--- src/rtl/result_unloader.sv ---
// Serialises a 32-bit core result into NBYTES bytes, MSB first, over a valid/ready byte port.
// A single frame is held at a time; results arriving while a frame is in flight are dropped and flagged.
module result_unloader #(
    parameter int NBYTES = 4
) (
    input  logic               clk,
    input  logic               rst,
    input  logic signed [31:0] y,
    input  logic               y_valid,
    output logic               unload_busy,
    output logic [7:0]         out_pins,
    output logic               out_valid,
    input  logic               out_ready,
    output logic               out_last,
    output logic               overflow,
    output logic [7:0]         frame_cnt
);

    localparam int DATA_W = 32;
    // Captured bytes are left-aligned so the byte on the wire is always the top byte.
    localparam int PAD = 8 * (4 - NBYTES);
    localparam logic [1:0] LAST_IDX = 2'(NBYTES - 1);

    typedef enum logic {
        S_IDLE = 1'b0,
        S_SEND = 1'b1
    } state_t;

    state_t            state, state_nxt;
    logic [DATA_W-1:0] shift_p0, shift_nxt;
    logic [1:0]        idx_p0, idx_nxt;
    logic              vld_p0;
    logic              ovf_nxt;
    logic [7:0]        cnt_nxt;
    logic [DATA_W-1:0] y_u;

    assign y_u = y;

    always_comb begin
        state_nxt = state;
        shift_nxt = shift_p0;
        idx_nxt   = idx_p0;
        ovf_nxt   = overflow;
        cnt_nxt   = frame_cnt;
        case (state)
            S_IDLE: begin
                if (y_valid) begin
                    shift_nxt = y_u << PAD;
                    idx_nxt   = 2'd0;
                    state_nxt = S_SEND;
                end
            end
            S_SEND: begin
                if (y_valid) ovf_nxt = 1'b1;
                if (out_ready) begin
                    if (idx_p0 == LAST_IDX) begin
                        state_nxt = S_IDLE;
                        cnt_nxt   = frame_cnt + 8'd1;
                    end else begin
                        shift_nxt = shift_p0 << 8;
                        idx_nxt   = idx_p0 + 2'd1;
                    end
                end
            end
            default: state_nxt = S_IDLE;
        endcase
    end

    // Stage p0: frame state, shift register and status flags.
    always_ff @(posedge clk) begin
        if (rst) begin
            state     <= S_IDLE;
            shift_p0  <= '0;
            idx_p0    <= 2'd0;
            vld_p0    <= 1'b0;
            overflow  <= 1'b0;
            frame_cnt <= 8'd0;
        end else begin
            state     <= state_nxt;
            shift_p0  <= shift_nxt;
            idx_p0    <= idx_nxt;
            vld_p0    <= (state_nxt == S_SEND);
            overflow  <= ovf_nxt;
            frame_cnt <= cnt_nxt;
        end
    end

    assign unload_busy = vld_p0;
    assign out_valid   = vld_p0;
    assign out_pins    = vld_p0 ? shift_p0[DATA_W-1 -: 8] : 8'd0;
    assign out_last    = vld_p0 && (idx_p0 == LAST_IDX);

endmodule
--- config.mk ---
export PLATFORM = sky130hd
export DESIGN_NAME = result_unloader
export DESIGN_NICKNAME = d
export VERILOG_FILES = /design/src/rtl/result_unloader.sv
export SDC_FILE = /design/constraint.sdc
export NUM_CORES = 1
export LEC_CHECK = 0
export CORE_UTILIZATION = 53
export CTS_BUF_LIST = sky130_fd_sc_hd__clkbuf_4
export CTS_CLUSTER_SIZE = 28
export DETAILED_ROUTE_END_ITERATION = 16
export GPL_ROUTABILITY_DRIVEN = 0
export PLACE_DENSITY = 0.92
export SLEW_MARGIN = 15
export SYNTH_ARGS = -nofsm -noshare
export SYNTH_HDL_FRONTEND = slang
export SYNTH_SLANG_ARGS = --single-unit
--- constraint.sdc ---
create_clock -name clk -period 2.5 [get_ports clk]
set_input_delay 0.5 -clock clk [delete_from_list [all_inputs] [get_ports clk]]
set_output_delay 0.5 -clock clk [all_outputs]
set_load 0.01 [all_outputs]
==> results.md, run 1 <==
* Status: finished clean
* Worst slew pin tran at 0.5239 ns
* CP endpoint kind: output port
* Post-Synth XOR/XNOR Area at 0.8674%
* Yosys cell types at 30
* Antenna diodes at 0
* Initial Util at 55.16%
* Ports at 56
* WL met2 at 1988 µm
* Peak supply drop at 0.3073 mV
* Post-route setup TNS at 0 ns
* WS Path Type: reg -> out
* Slowest stage delay, CP at 0.68 ns
* Post-Synth Adder-Cell Area at 1.239%
* Register Area at 882.1 µm²
* Pleak at 0.9324 nW
* I/O Buffers at 55
* Slew HR at 65.08%
* Fin crit period at 2.269 ns
* Largest net degree at the start of global routing at 45
* Layout cells sized above 1 at 7.663%
* CTS tree: built
* Congestion Overflow GR at 0
* Num Clock Sinks at 44
* Global-route wire length before repair at 6520 µm
* Slowest cell on the critical path: dfxtp_2
* Pwr dens at 523.2 nW/µm²
* Initial DRC count at 105
* Global Route Usage Sum at 20.64%
* Post-DP HPWL at 2788 µm
* DR WL met3 at 119 µm
* Worst Path Arrival at 1.77 ns
* Cell Area, Synth at 2019 µm²
* Top sig layer: met4
* Row cnt at 22
* Post-synthesis cell count at 215
* Syn Area/Cell at 9.393 µm²
* Hold Path Depth at 2
* Cells along the critical path: and2_1, clkdlybuf4s50_1
* Worst-skew pair later-pin latency at 0.36 ns
* Post-synthesis simple-gate area fraction at 20.88%
* Core area at 3661 µm²
* Synth Area in Compound Gates at 14.50%
* Fill cell count at 293
* Synth-to-layout area growth at 28.25%
* DR WL/cell at 12.79 µm
* Root Driver: clkbuf_4
* Ys Warns at 0
* Max Clk Rate at 440.8 MHz
* Initial antenna violation count at 0
* Clock transition at the registers of the reported paths at 0.12 ns
* Vias per cell at 5.498
* Die ar. at 4061 µm²
* Final worst-path cycle share at 90.75%
* Worst setup SP type: register
* DIE WIDTH at 63.73 µm
* Max Cap Viol at 0
* Layout Nets at 299
* Hold crit path type: reg -> reg
* Longest Clk Path Bufs at 2
* Worst EP required at 2.00 ns
* # DRC at 0
* # resized after CTS at 0
* Via Count at 1699
* Final hold violations at 0
* Drt pass-1 iters at 4
* Cts hold-fix bufs at 0
* Post-CTS Setup Inserts at 0
* Post-Route M1 WL at 1808 µm
* Vias in the first global route at 1483
* Htree depth at 2
* DIE HEIGHT at 63.73 µm
* Mux cell area share after synthesis at 12.39%
* Worst-path maximum fanout at 25
* Post-DRT Antenna Nets at 0
* Area of the multi-input gates at 1010 µm²
* Num CTS Buffers at 5
* Seq/Total Area, Yosys at 43.62%
* Most frequent cells in the layout: 55 x clkdlybuf4s50_1, 43 x dfxtp_1, 25 x mux2i_1, 25 x a211oi_1, 24 x nor3_1
* RSZ-0062 raised after global routing: false
* Final Setup Violations at 0
* Clock Skew at 0.005193 ns
* Largest family of logic cells by synthesized area: simple AND/OR/NAND/NOR gates
* Routed WL at 3952 µm
* Commonest non-fill, non-tap cell in the layout: clkdlybuf4s50_1
* Syn Nets at 253
* Design Power at 1.355 mW
* Max-slew violation count at 0
* Reg2reg path depth at 4
* Register bit total from synthesis at 44
* Layout Utilization at 70.75%
cell families after synthesis:
family                     Yosys count
adders and majority gates            2
DFF                                 44
xor gates and xnor gates             2
muxes                               25
buffers and inverters               21
AOI/OAI and AO/OA                   45
and+or+nand+nor                     76
worst max-delay path, delay by kind of cell, from the launching register on:
family / cells / cell delay [ns]
simple gates: 1 / 0.20
buf+inv: 1 / 0.52
flops: 1 / 0.68
stage by stage:
step,std cells,hold WS (ns),cell area [µm²],setup WS [ns]
floorplan,215,0.4435,2019,0.9011
global placement,302,0.4571,2540,0.4160
detailed placement,302,0.4590,2540,0.3571
CTS,309,0.4754,2590,0.2084
global route,309,0.5055,2590,0.1011
finish,309,0.4761,2590,0.2313
worst paths after layout:
kind | start | endpoint | slack [ns]
worst min-delay path | shift_p0[0] | shift_p0[0] | 0.48
worst max-delay path | out_valid | out_pins[6] | 0.23
worst min register to register | shift_p0[0] | shift_p0[0] | 0.48
worst max register to register | out_valid | shift_p0[23] | 0.35
state kept, by name, indices dropped and copies added, names as in the netlist:
signal,count
out_valid,1
shift_p0,32
idx_p0,2
overflow,1
frame_cnt,8
synthesized netlist by cell type (all sizes together):
cell type	instances	area share [%]
a211oi	25	9.3
a21oi	15	3.7
and2	9	2.8
and3b	1	0.50
buf	15	4.9
clkbuf	6	1.6
dfxtp	44	44
ha	2	1.2
mux2i	25	12
nand2	12	2.4
nand2b	1	0.31
nand3	11	3.3
nand3b	1	0.56
nand4	4	1.5
nor2	6	1.1
nor2b	1	0.31
nor3	24	5.9
nor3b	1	0.37
o21ai	3	0.74
o31ai	2	0.74
or3	3	0.99
or4	2	0.74
xor2	2	0.87
where the power goes:
part           internal (mW)  switching [mW]
sequential             0.750          0.0319
combinational          0.136           0.109
clock                  0.103           0.226
per-layer routing:
layer | up-vias | GRT usage [%]
li1 | 884 | -
met1 | 777 | 25.87
met3 | 5 | 5.435
met5 | - | 0
met4 | 0 | 5.114
met2 | 33 | 34.84
layout make-up:
type | instances | share of cell area, %
multi-input cells | 150 | 38.99
clock inverters | 2 | 0.4831
repair buffers | 60 | 22.71
well taps | 48 | 2.319
clock buffers | 5 | 1.449
flip-flops and latches | 44 | 34.06
Note: power is estimated with default switching activity, not from simulation.
==> inputs of run 2 (changes only) <==
Settings changed: GPL_ROUTABILITY_DRIVEN 0 to 1, SLEW_MARGIN 15 to default.
==> results of run 2 <==
Same layout as run 1: the final DEF is identical, and so are final timing and power.
